--- config.mk ---
export PLATFORM = sky130hd
export DESIGN_NAME = dlx_mem_stage_p
export DESIGN_NICKNAME = d
export VERILOG_FILES = /design/src/rtl/dlx_mem_pkg.sv /design/src/rtl/dlx_mem_lane_align.sv /design/src/rtl/dlx_mem_stage_p.sv
export SDC_FILE = /design/constraint.sdc
export NUM_CORES = 1
export LEC_CHECK = 0
export BUFFER_PORTS_ARGS = -buffer_cell sky130_fd_sc_hd__buf_2
export CORE_MARGIN = 10
export CORE_UTILIZATION = 45
export CTS_BUF_LIST = sky130_fd_sc_hd__clkbuf_4 sky130_fd_sc_hd__clkbuf_8
export DETAILED_ROUTE_END_ITERATION = 16
export PLACE_DENSITY = 0.71
export SLEW_MARGIN = 20
export SYNTH_ARGS = -nofsm -noshare
export SYNTH_HDL_FRONTEND = slang
export SYNTH_SLANG_ARGS = --single-unit
--- constraint.sdc ---
create_clock -name clk -period 5.2 [get_ports clk]
set_input_delay 0.78 -clock clk [delete_from_list [all_inputs] [get_ports clk]]
set_output_delay 0.78 -clock clk [all_outputs]
set_load 0.01 [all_outputs]
--- src/rtl/dlx_mem_pkg.sv ---
// Shared encodings for the DLX memory stage: access sizes, FSM states, counter width.
package dlx_mem_pkg;

  typedef enum logic [1:0] {
    SZ_BYTE  = 2'b00,
    SZ_HALF  = 2'b01,
    SZ_WORD  = 2'b10,
    SZ_DWORD = 2'b11
  } size_e;

  typedef enum logic {
    ST_IDLE = 1'b0,
    ST_BUSY = 1'b1
  } state_e;

  // Branch-shadow counter width; holds SHADOW_DEPTH up to 15.
  localparam int CNT_W = 4;

  // Number of bytes touched by an access of the given size.
  function automatic int size_bytes(input logic [1:0] sz);
    return 1 << sz;
  endfunction

endpackage

--- src/rtl/dlx_mem_lane_align.sv ---
// Combinational lane handling: byte enables, store-data replication,
// load lane select with sign/zero extension, and alignment check.
module dlx_mem_lane_align
  import dlx_mem_pkg::*;
#(
  parameter int DATA_W = 32,
  parameter int NB     = DATA_W / 8,
  parameter int OFF_W  = $clog2(DATA_W / 8)
) (
  input  logic [1:0]        size,
  input  logic [OFF_W-1:0]  off,
  input  logic              is_unsigned,
  input  logic [DATA_W-1:0] wdata,
  input  logic [DATA_W-1:0] rdata,
  output logic [NB-1:0]     be,
  output logic [DATA_W-1:0] wdata_rep,
  output logic [DATA_W-1:0] rdata_ext,
  output logic              misalign
);

  logic [DATA_W-1:0] shifted;
  logic              msb;
  logic              sign;
  int                sb;
  int                o;

  // Decode size/offset into enables, replicated store data, extended load data.
  always_comb begin
    sb        = size_bytes(size);
    o         = int'(off);
    be        = '0;
    wdata_rep = '0;
    rdata_ext = '0;
    msb       = 1'b0;
    for (int i = 0; i < NB; i++) begin
      if (i >= o && i < o + sb) be[i] = 1'b1;
      wdata_rep[8*i +: 8] = wdata[8*(i % sb) +: 8];
    end
    // The addressed lane is moved down to bit 0 before extension.
    shifted = rdata >> {off, 3'b000};
    case (size)
      SZ_BYTE: msb = shifted[7];
      SZ_HALF: msb = shifted[15];
      SZ_WORD: msb = shifted[31];
      default: msb = shifted[DATA_W-1];
    endcase
    sign = ~is_unsigned & msb;
    for (int j = 0; j < DATA_W; j++) begin
      rdata_ext[j] = (j < 8 * sb) ? shifted[j] : sign;
    end
    case (size)
      SZ_BYTE: misalign = 1'b0;
      SZ_HALF: misalign = off[0];
      SZ_WORD: misalign = (off[1:0] != 2'b00);
      default: misalign = (DATA_W == 32) || (off != '0);
    endcase
  end

endmodule

--- src/rtl/dlx_mem_stage_p.sv ---
// DLX MEM pipeline stage: issues one load/store at a time to a word-wide
// memory, stalls EX while waiting for mem_ack, squashes the branch shadow,
// and presents the retired instruction on the registered wb_* outputs.
// Handshake: EX hands over an instruction on any rising edge where
// ex_valid=1 and stall=0; stall is high exactly while an access is in flight,
// and mem_* stay constant from the cycle after acceptance through the mem_ack
// cycle.
module dlx_mem_stage_p
  import dlx_mem_pkg::*;
#(
  parameter int DATA_W       = 32,
  parameter int ADDR_W       = 32,
  parameter int REG_W        = 5,
  parameter int SHADOW_DEPTH = 3
) (
  input  logic                clk,
  input  logic                rst,
  input  logic                ex_valid,
  input  logic                ex_mem_rd,
  input  logic                ex_mem_wr,
  input  logic [1:0]          ex_size,
  input  logic                ex_unsigned,
  input  logic [ADDR_W-1:0]   ex_addr,
  input  logic [DATA_W-1:0]   ex_wdata,
  input  logic                ex_memtoreg,
  input  logic                ex_regwrite,
  input  logic                ex_branch,
  input  logic [REG_W-1:0]    ex_towrite,
  output logic                mem_req,
  output logic                mem_we,
  output logic [DATA_W/8-1:0] mem_be,
  output logic [ADDR_W-1:0]   mem_addr,
  output logic [DATA_W-1:0]   mem_wdata,
  input  logic [DATA_W-1:0]   mem_rdata,
  input  logic                mem_ack,
  output logic                stall,
  output logic                wb_valid,
  output logic                wb_memtoreg,
  output logic                wb_regwrite,
  output logic [REG_W-1:0]    wb_towrite,
  output logic [DATA_W-1:0]   wb_result,
  output logic [DATA_W-1:0]   wb_rdata,
  output logic                branch_shadow,
  output logic                misalign
);

  localparam int NB    = DATA_W / 8;
  localparam int OFF_W = $clog2(NB);

  state_e             state_q, state_d;
  logic [CNT_W-1:0]   cnt_q, cnt_d;
  logic               mem_req_q, mem_req_d;
  logic               mem_we_q, mem_we_d;
  logic [NB-1:0]      mem_be_q, mem_be_d;
  logic [ADDR_W-1:0]  mem_addr_q, mem_addr_d;
  logic [DATA_W-1:0]  mem_wdata_q, mem_wdata_d;
  // Fields of the in-flight access, needed again when mem_ack arrives.
  logic [1:0]         p_size_q, p_size_d;
  logic [OFF_W-1:0]   p_off_q, p_off_d;
  logic               p_uns_q, p_uns_d;
  logic               p_load_q, p_load_d;
  logic               p_memtoreg_q, p_memtoreg_d;
  logic               p_regwrite_q, p_regwrite_d;
  logic [REG_W-1:0]   p_towrite_q, p_towrite_d;
  logic [ADDR_W-1:0]  p_addr_q, p_addr_d;
  logic               wb_valid_q, wb_valid_d;
  logic               wb_memtoreg_q, wb_memtoreg_d;
  logic               wb_regwrite_q, wb_regwrite_d;
  logic [REG_W-1:0]   wb_towrite_q, wb_towrite_d;
  logic [DATA_W-1:0]  wb_result_q, wb_result_d;
  logic [DATA_W-1:0]  wb_rdata_q, wb_rdata_d;
  logic               misalign_q, misalign_d;

  logic               busy;
  logic [1:0]         a_size;
  logic [OFF_W-1:0]   a_off;
  logic               a_uns;
  logic [NB-1:0]      la_be;
  logic [DATA_W-1:0]  la_wdata;
  logic [DATA_W-1:0]  la_rdata;
  logic               la_mis;

  assign busy = (state_q == ST_BUSY);

  // One aligner serves both phases: EX fields at acceptance (only possible
  // in IDLE), the captured fields while the access is in flight.
  assign a_size = busy ? p_size_q : ex_size;
  assign a_off  = busy ? p_off_q  : ex_addr[OFF_W-1:0];
  assign a_uns  = busy ? p_uns_q  : ex_unsigned;

  dlx_mem_lane_align #(.DATA_W(DATA_W)) u_align (
    .size        (a_size),
    .off         (a_off),
    .is_unsigned (a_uns),
    .wdata       (ex_wdata),
    .rdata       (mem_rdata),
    .be          (la_be),
    .wdata_rep   (la_wdata),
    .rdata_ext   (la_rdata),
    .misalign    (la_mis)
  );

  // Next-state logic for the FSM, shadow counter, memory port and WB register.
  always_comb begin
    logic squash;
    logic mem_op;
    state_d       = state_q;
    cnt_d         = cnt_q;
    mem_req_d     = mem_req_q;
    mem_we_d      = mem_we_q;
    mem_be_d      = mem_be_q;
    mem_addr_d    = mem_addr_q;
    mem_wdata_d   = mem_wdata_q;
    p_size_d      = p_size_q;
    p_off_d       = p_off_q;
    p_uns_d       = p_uns_q;
    p_load_d      = p_load_q;
    p_memtoreg_d  = p_memtoreg_q;
    p_regwrite_d  = p_regwrite_q;
    p_towrite_d   = p_towrite_q;
    p_addr_d      = p_addr_q;
    wb_valid_d    = 1'b0;
    wb_memtoreg_d = wb_memtoreg_q;
    wb_regwrite_d = wb_regwrite_q;
    wb_towrite_d  = wb_towrite_q;
    wb_result_d   = wb_result_q;
    wb_rdata_d    = wb_rdata_q;
    misalign_d    = 1'b0;
    squash        = (cnt_q != '0);
    mem_op        = (ex_mem_rd | ex_mem_wr) & ~squash;

    case (state_q)
      ST_IDLE: begin
        if (ex_valid) begin
          if (squash)         cnt_d = cnt_q - 1'b1;
          else if (ex_branch) cnt_d = CNT_W'(SHADOW_DEPTH);
          if (mem_op && !la_mis) begin
            state_d      = ST_BUSY;
            mem_req_d    = 1'b1;
            mem_we_d     = ex_mem_wr;
            mem_be_d     = la_be;
            mem_addr_d   = {ex_addr[ADDR_W-1:OFF_W], {OFF_W{1'b0}}};
            mem_wdata_d  = la_wdata;
            p_size_d     = ex_size;
            p_off_d      = ex_addr[OFF_W-1:0];
            p_uns_d      = ex_unsigned;
            p_load_d     = ~ex_mem_wr;
            p_memtoreg_d = ex_memtoreg;
            p_regwrite_d = ex_regwrite;
            p_towrite_d  = ex_towrite;
            p_addr_d     = ex_addr;
          end else begin
            // Non-memory, squashed or misaligned: retire straight away.
            wb_valid_d    = 1'b1;
            wb_memtoreg_d = ex_memtoreg & ~squash;
            wb_regwrite_d = ex_regwrite & ~squash & ~(ex_mem_rd | ex_mem_wr);
            wb_towrite_d  = ex_towrite;
            wb_result_d   = DATA_W'(ex_addr);
            wb_rdata_d    = '0;
            misalign_d    = mem_op & la_mis;
          end
        end
      end
      default: begin
        if (mem_ack) begin
          state_d       = ST_IDLE;
          mem_req_d     = 1'b0;
          mem_we_d      = 1'b0;
          mem_be_d      = '0;
          mem_addr_d    = '0;
          mem_wdata_d   = '0;
          wb_valid_d    = 1'b1;
          wb_memtoreg_d = p_memtoreg_q;
          wb_regwrite_d = p_regwrite_q & p_load_q;
          wb_towrite_d  = p_towrite_q;
          wb_result_d   = DATA_W'(p_addr_q);
          wb_rdata_d    = p_load_q ? la_rdata : '0;
        end
      end
    endcase
  end

  // All state registers; reset wins over an in-flight access.
  always_ff @(posedge clk) begin
    if (rst) begin
      state_q       <= ST_IDLE;
      cnt_q         <= '0;
      mem_req_q     <= 1'b0;
      mem_we_q      <= 1'b0;
      mem_be_q      <= '0;
      mem_addr_q    <= '0;
      mem_wdata_q   <= '0;
      p_size_q      <= '0;
      p_off_q       <= '0;
      p_uns_q       <= 1'b0;
      p_load_q      <= 1'b0;
      p_memtoreg_q  <= 1'b0;
      p_regwrite_q  <= 1'b0;
      p_towrite_q   <= '0;
      p_addr_q      <= '0;
      wb_valid_q    <= 1'b0;
      wb_memtoreg_q <= 1'b0;
      wb_regwrite_q <= 1'b0;
      wb_towrite_q  <= '0;
      wb_result_q   <= '0;
      wb_rdata_q    <= '0;
      misalign_q    <= 1'b0;
    end else begin
      state_q       <= state_d;
      cnt_q         <= cnt_d;
      mem_req_q     <= mem_req_d;
      mem_we_q      <= mem_we_d;
      mem_be_q      <= mem_be_d;
      mem_addr_q    <= mem_addr_d;
      mem_wdata_q   <= mem_wdata_d;
      p_size_q      <= p_size_d;
      p_off_q       <= p_off_d;
      p_uns_q       <= p_uns_d;
      p_load_q      <= p_load_d;
      p_memtoreg_q  <= p_memtoreg_d;
      p_regwrite_q  <= p_regwrite_d;
      p_towrite_q   <= p_towrite_d;
      p_addr_q      <= p_addr_d;
      wb_valid_q    <= wb_valid_d;
      wb_memtoreg_q <= wb_memtoreg_d;
      wb_regwrite_q <= wb_regwrite_d;
      wb_towrite_q  <= wb_towrite_d;
      wb_result_q   <= wb_result_d;
      wb_rdata_q    <= wb_rdata_d;
      misalign_q    <= misalign_d;
    end
  end

  assign mem_req       = mem_req_q;
  assign mem_we        = mem_we_q;
  assign mem_be        = mem_be_q;
  assign mem_addr      = mem_addr_q;
  assign mem_wdata     = mem_wdata_q;
  assign stall         = busy;
  assign wb_valid      = wb_valid_q;
  assign wb_memtoreg   = wb_memtoreg_q;
  assign wb_regwrite   = wb_regwrite_q;
  assign wb_towrite    = wb_towrite_q;
  assign wb_result     = wb_result_q;
  assign wb_rdata      = wb_rdata_q;
  assign branch_shadow = (cnt_q != '0);
  assign misalign      = misalign_q;

endmodule

## Word-level counts from Yosys, hierarchy flattened

Cells that the tools add are included.

| word-level totals | value |
|---|---|
| register bits | 193 |
| input bits | 113 |
| output and inout port bits | 145 |
| logic and storage cells | 197 |

| cells by class | value |
|---|---|
| add/sub/neg operators | 2 |
| divide/modulo/power cells | 4 |
| $lt $le $gt $ge | 39 |
| equal/unequal tests | 4 |
| shift-type cells | 6 |
| muxes and demuxes | 90 |
| bitwise logic cells | 14 |
| reductions and logical operators | 16 |

Operators with widths:

| operator | count |
|---|---|
| 6-bit by 32-bit less-than comparator with 1-bit output (first input constant) | 16 |
| 32-bit 2-to-1 mux | 16 |
| 5-bit by 32-bit less-than comparator with 1-bit output (first input constant) | 8 |
| 3-bit by 32-bit less-than comparator with 1-bit output (first input constant) | 4 |
| 4-bit by 32-bit less-than comparator with 1-bit output (first input constant) | 4 |
| 32-bit by 32-bit variable part select with 8-bit output | 4 |
| 1-bit by 32-bit less-than comparator with 1-bit output (first input constant) | 2 |
| 2-bit by 32-bit less-than comparator with 1-bit output (first input constant) | 2 |
| 3-bit by 32-bit remainder unit with 32-bit output (first input constant) | 2 |
| 1-bit 2-to-1 mux | 60 |
| 3-bit by 32-bit adder with 32-bit output | 1 |
| 1-bit by 32-bit remainder unit with 32-bit output (first input constant) | 1 |
| 2-bit by 32-bit remainder unit with 32-bit output (first input constant) | 1 |
| 1-bit by 2-bit left shift with 32-bit output (first input constant) | 1 |
| 32-bit by 5-bit >> shifter with 32-bit output | 1 |
| 4-bit 2-to-1 mux | 6 |
| 5-bit 2-to-1 mux | 4 |
| 3-bit AND reduction | 4 |
| 2-bit nonzero test | 4 |
| 1-bit bitwise AND | 7 |
| 1-bit inverter | 6 |
| 1-bit by 2-bit greater-or-equal comparator with 1-bit output (first input constant) | 2 |
| 1-bit logical AND | 4 |
| 2-bit 2-to-1 mux | 2 |
| 12 further kinds | 13 |

## Depth between registers and ports, before layout

Gate-level depths: netlist of run 1.

| logic depth | value |
|---|---|
| depth in word-level cells | 9 |
| mapped depth | 15 |
| gate-level depth less buffers | 10 |

## Cells and area by module

Synthesis of run 1 repeated with hierarchy kept, for this count alone.

| unflattened totals | value |
|---|---|
| cell total of the unflattened synthesis | 1098 |
| area total of the unflattened synthesis | 9215.1 µm² |

By module, submodules not included:

| module | times used | cells each | area an instance (µm²) | sequential area each (µm²) |
|---|---|---|---|---|
| dlx_mem_stage_p | 1 | 784 | 7004.2 | 3783.6 |
| dlx_mem_lane_align | 1 | 314 | 2210.9 | 0.0 |

## Least setup slack after synthesis of run 1

OpenSTA, ideal clock, no wires.

| path | value |
|---|---|
| path type | reg2reg |
| from | reg state_q, in the netlist stall |
| to | reg mem_wdata_q[22], in the netlist mem_wdata[22] |
| setup time | 0.132 ns |
| arrival | 3.607 ns |
| data required time | 5.068 ns |
| slack | 1.461 ns |
| cell stages (with the launch flop) | 14 |
| path buffers | 7 |
| clock period less this slack | 3.739 ns |
| cell sequence | dfxtp_1 buf_2 buf_2 mux2i_1 clkbuf_1 clkbuf_1 ha_1 clkbuf_1 and2_1 buf_2 buf_2 mux4_2 nand2_1 o21ai_0 |

| between the ends | value |
|---|---|
| longest elaborated chain between the ends | 7 |
| elaborated cells on any way between the ends | 19 |
| classes of those cells | div (1); eq/ne (3); shift (2); mux (6); reduce/logical (7) |

RTL lines:

| item | RTL line | RTL |
|---|---|---|
| from (decl) | dlx_mem_stage_p.sv:50 | `state_e state_q, state_d;` |
| from (signal assigned) | dlx_mem_stage_p.sv:209 | `state_q <= state_d;` |
| 2-bit 2-to-1 mux, on equally long branches | dlx_mem_stage_p.sv:87, dlx_mem_stage_p.sv:88 |  |
| 1-bit by 2-bit left shift with 32-bit output, or another cell as far along | dlx_mem_pkg.sv:21 | `return 1 << sz;` |
| 3-bit by 32-bit remainder unit with 32-bit output or 1-bit one-hot mux with 3 select lines (tied branches) | dlx_mem_lane_align.sv:37, dlx_mem_lane_align.sv:51 |  |
| 32-bit by 32-bit variable part select with 8-bit output or 1-bit zero test (tied branches) | dlx_mem_lane_align.sv:37, dlx_mem_stage_p.sv:137 |  |
| 32-bit 2-to-1 mux or 1-bit logical AND (tied branches) | dlx_mem_stage_p.sv:137 | `if (mem_op && !la_mis) begin` |
| 32-bit 2-to-1 mux or 2-bit nonzero test (tied branches) | - |  |
| 32-bit 2-to-1 mux or 3-bit AND reduction (tied branches) | - |  |
| to (signal assigned) | dlx_mem_stage_p.sv:215 | `mem_wdata_q <= mem_wdata_d;` |
| to (decl) | dlx_mem_stage_p.sv:56 | `logic [DATA_W-1:0] mem_wdata_q, mem_wdata_d;` |

Several ways; a longest one is shown, not always the timed one. The select of a mux whose other input is x is not followed.
A chain may end at the register's enable or synchronous reset.

## Worst setup path in the final report of run 1

| path | value |
|---|---|
| from | reg state_q, in the netlist stall |
| to | reg mem_wdata_q[2], in the netlist mem_wdata[2] |

| between the ends | value |
|---|---|
| longest elaborated chain between the ends | 7 |
| elaborated cells on any way between the ends | 19 |
| classes of those cells | div (1); eq/ne (3); shift (2); mux (6); reduce/logical (7) |

RTL lines:

| item | RTL line |
|---|---|
| 2-bit 2-to-1 mux, on equally long branches | dlx_mem_stage_p.sv:87, dlx_mem_stage_p.sv:88 |
| 1-bit by 2-bit left shift with 32-bit output, or another cell as far along | dlx_mem_pkg.sv:21 |
| 1-bit by 32-bit remainder unit with 32-bit output or 1-bit one-hot mux with 3 select lines (tied branches) | dlx_mem_lane_align.sv:37, dlx_mem_lane_align.sv:51 |
| 32-bit by 32-bit variable part select with 8-bit output or 1-bit zero test (tied branches) | dlx_mem_lane_align.sv:37, dlx_mem_stage_p.sv:137 |
| 32-bit 2-to-1 mux or 1-bit logical AND (tied branches) | dlx_mem_stage_p.sv:137 |
| 32-bit 2-to-1 mux or 2-bit nonzero test (tied branches) | - |
| 32-bit 2-to-1 mux or 3-bit AND reduction (tied branches) | - |

Several ways; a longest one is shown, not always the timed one. The select of a mux whose other input is x is not followed.

==> results of run 1 <==
cells by family (layout without fill, tap and decap cells):
group | Yosys count | count (layout) | share of synthesized area [%]
AO/OA/AOI/OAI | 282 | 282 | 23.6
XOR/XNOR | 1 | 1 | 0.0975
adder cells (fa/ha/maj) | 14 | 14 | 2.03
buffers and inverters | 101 | 319 | 4.88
flip-flops | 189 | 189 | 42.1
multiplexers | 114 | 114 | 15.1
other | 1 | 4 | 0.0417
AND/OR/NAND/NOR | 227 | 227 | 12.1
registers in the layout, indices dropped and copies added, names as in the netlist, 2 cells and up:
signal / count
wb_result: 32
mem_addr: 30
wb_rdata: 32
mem_wdata: 32
wb_towrite: 5
cnt_q: 4
p_size_q: 2
mem_be: 4
p_towrite_q: 5
p_addr_q: 31
layout by cell type, fill, tap and decap left out, types with 8 or more instances in the layout:
master,instances
nor4_1,8
mux4_2,16
nor2b_1,14
buf_2,254
o21ai_0,15
mux2i_1,86
a22o_1,48
nor2_1,16
nand4b_1,19
mux2_2,10
a211o_1,8
a211oi_2,20
ha_1,13
inv_1,16
nand2_1,136
buf_4,14
a211oi_1,31
dfxtp_1,188
clkbuf_8,17
o2bb2ai_1,9
a32oi_1,8
a21oi_1,99
nand2b_1,12
per-layer routing:
| layer | vias up | track usage [%] | routed length (um) |
|---|---|---|---|
| li1 | 3842 | - | - |
| met1 | 3825 | 28.5 | 13000 |
| met2 | 322 | 32.6 | 13100 |
| met3 | 37 | 5.19 | 1960 |
| met4 | 6 | 6.62 | 492 |
| met5 | - | 0 | 41 |
worst register-to-register path, cell delays in order, from the launching register on:
cell and delay, ns:
dfxtp_4 0.92, mux2i_2 0.18, inv_1 0.47, ha_1 0.54
ha_1 0.32, o31a_1 0.84, mux2i_1 0.29, mux2i_1 0.09
a22o_1 0.22
where the power goes:
group	leakage [nW]	internal, mW	switching (mW)
clock	0.211	0.452	0.568
combinational	2.90	0.357	0.548
sequential	1.54	1.57	0.0857
total	4.65	2.38	1.20
per-stage QoR:
stage	hold slack, ns	util, %
3_3_place_gp	0.440	53.1
6_report	0.459	55.4
3_5_place_dp	0.446	53.2
5_1_grt	0.480	55.4
2_1_floorplan	0.433	-
4_1_cts	0.461	55.3
area by class of cell:
class / instances / area [um^2]
clock inverters: 14 / 180
clock buffers: 18 / 241
multi-input cells: 640 / 4790
fillers: 1824 / 8710
inverters: 17 / 63.8
repair buffers: 270 / 1420
well taps: 265 / 332
flip-flops and latches: 189 / 3790
diodes: 2 / 5.00
final timing paths:
check                  from              to  slack, ns  cells past startpoint
max                   stall    mem_wdata[2]       1.24                      8
min reg2reg  p_towrite_q[3]  p_towrite_q[3]       0.46                      2
min          p_towrite_q[3]  p_towrite_q[3]       0.46                      2
max reg2reg           stall    mem_wdata[2]       1.24                      8
==> impl_metrics.yaml, run 1 <==
sta:
  hold_violations: 0
  setup_viol: 0
  fin_ws_ns: 1.24
  max_freq_mhz: 252
  relSlewSlack_pct: 31.8
  finalCritPeriodShare_pct: 76.2
  rsz0062_at_grt: "no"
  slew_violations: 0
  fin_tns_setup_ns: 0
  fin_crit_ns: 3.96
  worst_slew_pin_slew_ns: 1.02
  skew_ns: 0.0217
die:
  core_area_um2: 19500
  io_pins: 258
  start_util_pct: 46.0
  rows: 51
  die_h_um: 161
  die_w_um: 161
  die_area_um2: 26000
synth:
  syn_inst: 929
  synth_cell_types: 62
  yosys.area.top_type: "dfxtp_1"
  synth_edf_count: 0
  synth_flop_cell: "dfxtp_1"
  netlist_top_cells_count: "dfxtp_1, nand2_1, a21oi_1, mux2i_1, clkbuf_1"
  synth_most_common_cell: "dfxtp_1"
  avgSynthCellArea_um2: 9.67
  ys_top_cells_by_area: "dfxtp_1, mux2i_1, nand2_1"
  ys_seq_area_share_pct: 42.1
  syn_area_um2: 8980
  ys_ff_latch: 189
  yosysWarnings: 0
  netlist.area_leader.share_pct: 42.1
  async_flop_share_pct: 0
layout:
  syn_to_final_growth_pct: 20.4
  drive_above_1_share_pct: 32.0
  final_cells: 1415
  fin_area_um2: 10800
  num-nets-final: 1262
clock_tree:
  cts_hold_buffers: 0
  htree_levels: 4
  cts_buffers: 17
  clk_latency_ns: 0.47
  clkSinkCount: 189
  cts_tree: "done"
  post-cts-setup-buffers: 0
  clockBufferDepth: 2
  root_buffer: "clkbuf_8"
  path_clk_slew_ns: 0.09
  cts_resized: 0
worst_setup_path:
  cp_data_arrival_time_ns: 4.32
  worst_path_largest_cell_delay_ns: 0.92
  crit_buf_inv: 1
  cp_top_family: "compound AO/OA/AOI/OAI gates"
  crit_required_ns: 5.55
  critPathKind: "flop to flop"
  crit_path_cell_trace: "mux2i_2 > inv_1 > ha_1 > ha_1 > o31a_1 > mux2i_1 > mux2i_1 > a22o_1"
  critPathMaxFanout: 53
  critPathSlowestCell: "dfxtp_4"
  start_kind: "flop"
  worstSetupEndpointType: "flop"
route:
  drtIter0Drc: 681
  wl_per_cell_um: 20.1
  firstDrtPassIters: 5
  drt-total-wl_um: 28500
  vias: 8032
  via_per_inst: 5.68
  drc: 0
  ant_nets: 0
pwr:
  pwr_density_cell_nw_per_um2: 331
  max-vdd-ir-drop_uv: 184
  p_leak_nw: 4.65
  finalPower_mw: 3.58
place:
  dp_slack_ns: 1.24
  dp.cells: 1381
  placed_cell_area_um2: 10400
  place.port_buffers: 255
  dpl.hpwl_um: 20000
  place.gp.congestion: 0.904
global_route:
  grt_pass1_wl_um: 44900
  grt_max_degree: 74
  grt_pass1_vias: 8149
  grtUsageTotal_pct: 21.1
  grt_overflow: 0
  antenna_found_initial: 4
job:
  drv_cap: 0
worst_hold_path:
  min_path_type: "flop to flop"
outcome:
  status: "finished clean"
No activity file was read; power rests on OpenSTA's default activity.
==> run 2, diff against run 1 <==
Settings changed: PLACE_DENSITY 0.71 to 0.73.
Clock period 5.2 ns to 3.2 ns, I/O delays scaled along.
==> run 2 against run 1 <==
  * Power up 64%
  * Core utilization up 0.88 points
  * Hold slack worse by 0.22 ns
  * Die area stayed put
  * Non-clock buffer count grew 22
  * Critical path depth stayed put
  * Wire length up 0.42%
  * Fmax up 36%
  * Combinational power increased by 69%
  * Cell area rose by 1.6%
  * Count of clock-buffer cells in the layout stayed put
  * Via count increased by 0.52%
  * Critical path type unchanged
  * Largest power group unchanged
==> impl_metrics.yaml, run 2 (synthesis results as in run 1) <==
outcome:
  status: "finished clean"
die:
  die_w_um: 161
  die_h_um: 161
  start_util_pct: 46.0
  io_pins: 258
  rows: 51
  die_area_um2: 26000
  core_area_um2: 19500
route:
  wl_per_cell_um: 19.8
  firstDrtPassIters: 5
  via_per_inst: 5.60
  vias: 8074
  drt-total-wl_um: 28600
  drtIter0Drc: 521
  ant_nets: 0
  drc: 0
clock_tree:
  post-cts-setup-buffers: 0
  cts_tree: "done"
  root_buffer: "clkbuf_8"
  path_clk_slew_ns: 0.11
  clk_latency_ns: 0.48
  clockBufferDepth: 2
  clkSinkCount: 189
  htree_levels: 4
  cts_buffers: 17
sta:
  slew_violations: 0
  max_freq_mhz: 343
  finalCritPeriodShare_pct: 91.2
  rsz0062_at_grt: "no"
  fin_tns_setup_ns: 0
  fin_crit_ns: 2.92
  skew_ns: 0.0170
  setup_viol: 0
  worst_slew_pin_slew_ns: 0.943
  fin_ws_ns: 0.280
  hold_violations: 0
  relSlewSlack_pct: 36.8
worst_setup_path:
  critPathSlowestCell: "nor3_2"
  critPathKind: "flop to flop"
  worst_path_largest_cell_delay_ns: 0.79
  worstSetupEndpointType: "flop"
  crit_path_cell_trace: "mux2i_4 > buf_4 > ha_1 > a21o_1 > a2111oi_4 > nor3_2 > buf_12 > a22o_1"
  start_kind: "flop"
  critPathMaxFanout: 31
  cp_data_arrival_time_ns: 3.34
  crit_required_ns: 3.62
  crit_buf_inv: 2
  cp_top_family: "simple AND/OR/NAND/NOR gates"
global_route:
  grt_pass1_vias: 8088
  grt_overflow: 0
  antenna_found_initial: 5
  grtUsageTotal_pct: 21.1
  grt_pass1_wl_um: 44800
  grt_max_degree: 52
pwr:
  p_leak_nw: 4.75
  max-vdd-ir-drop_uv: 310
  pwr_density_cell_nw_per_um2: 533
layout:
  num-nets-final: 1284
  final_cell_mix: "buf_2, dfxtp_1, nand2_1"
  layout_commonest_cell: "buf_2"
  drive_above_1_share_pct: 33.2
  syn_to_final_growth_pct: 22.3
place:
  place.port_buffers: 255
  place.gp.congestion: 0.932
  dp_slack_ns: 0.115
  dpl.hpwl_um: 20900
worst_hold_path:
  min_path_type: "primary input to flop"
job:
  drv_cap: 0
## run 2: cell types whose count changed in the layout (fill, tap and decap cells not counted), moves of 2 or more
cell / delta
buf_4: +23
diode_2: +5
clkinv_4: -3
clkinv_8: +2
inv_8: +2
## run 2: layout make-up
type	instances	area, um^2
Fill cell	1782	8540
Multi-Input combinational cell	640	4790
Sequential cell	189	3790
Timing Repair Buffer	292	1570
Tap cell	265	332
Clock buffer	18	248
Clock inverter	14	175
Inverter	17	63.8
Antenna cell	7	17.5
## run 2: repair_timing
item,4_1_cts,5_1_grt
hold buffers,0,0
endpoints found under the hold margin,0,0
gates resized for setup,0,1
endpoints found under the setup margin,0,6
## run 2: per-layer routing
metal	vias to the layer above	track usage (%)	routed length, um
li1	3909	-	-
met3	42	5.97	2220
met5	-	0	0
met2	312	33.2	13300
met1	3811	27.1	12400
met4	0	7.65	685
## run 2: metrics by stage
stage | std cells | hold WS (ns) | utilization, % | total power, mW | cell area (um^2)
4_1_cts | 1435 | 0.212 | 56.2 | 5.90 | 11000
3_3_place_gp | 1403 | 0.439 | 54.0 | 4.22 | 10500
6_report | 1442 | 0.239 | 56.2 | 5.86 | 11000
2_1_floorplan | 930 | 0.433 | - | 3.68 | 9010
3_5_place_dp | 1403 | 0.444 | 54.0 | 4.25 | 10500
5_1_grt | 1439 | 0.219 | 56.2 | 6.16 | 11000
## run 2: final timing paths
path / startpoint / to / slack (ns) / cells after the start
max reg2reg: stall / mem_addr[11] / 0.28 / 8
max: stall / mem_addr[11] / 0.28 / 8
min: ex_addr[23] / mem_addr[23] / 0.24 / 2
min reg2reg: mem_req / mem_req / 0.46 / 2
## run 2: power breakdown
part / internal, mW / switching (mW) / leakage, nW
combinational: 0.611 / 0.922 / 3.00
clock: 0.683 / 0.981 / 0.212
sequential: 2.55 / 0.110 / 1.54
total: 3.85 / 2.01 / 4.75
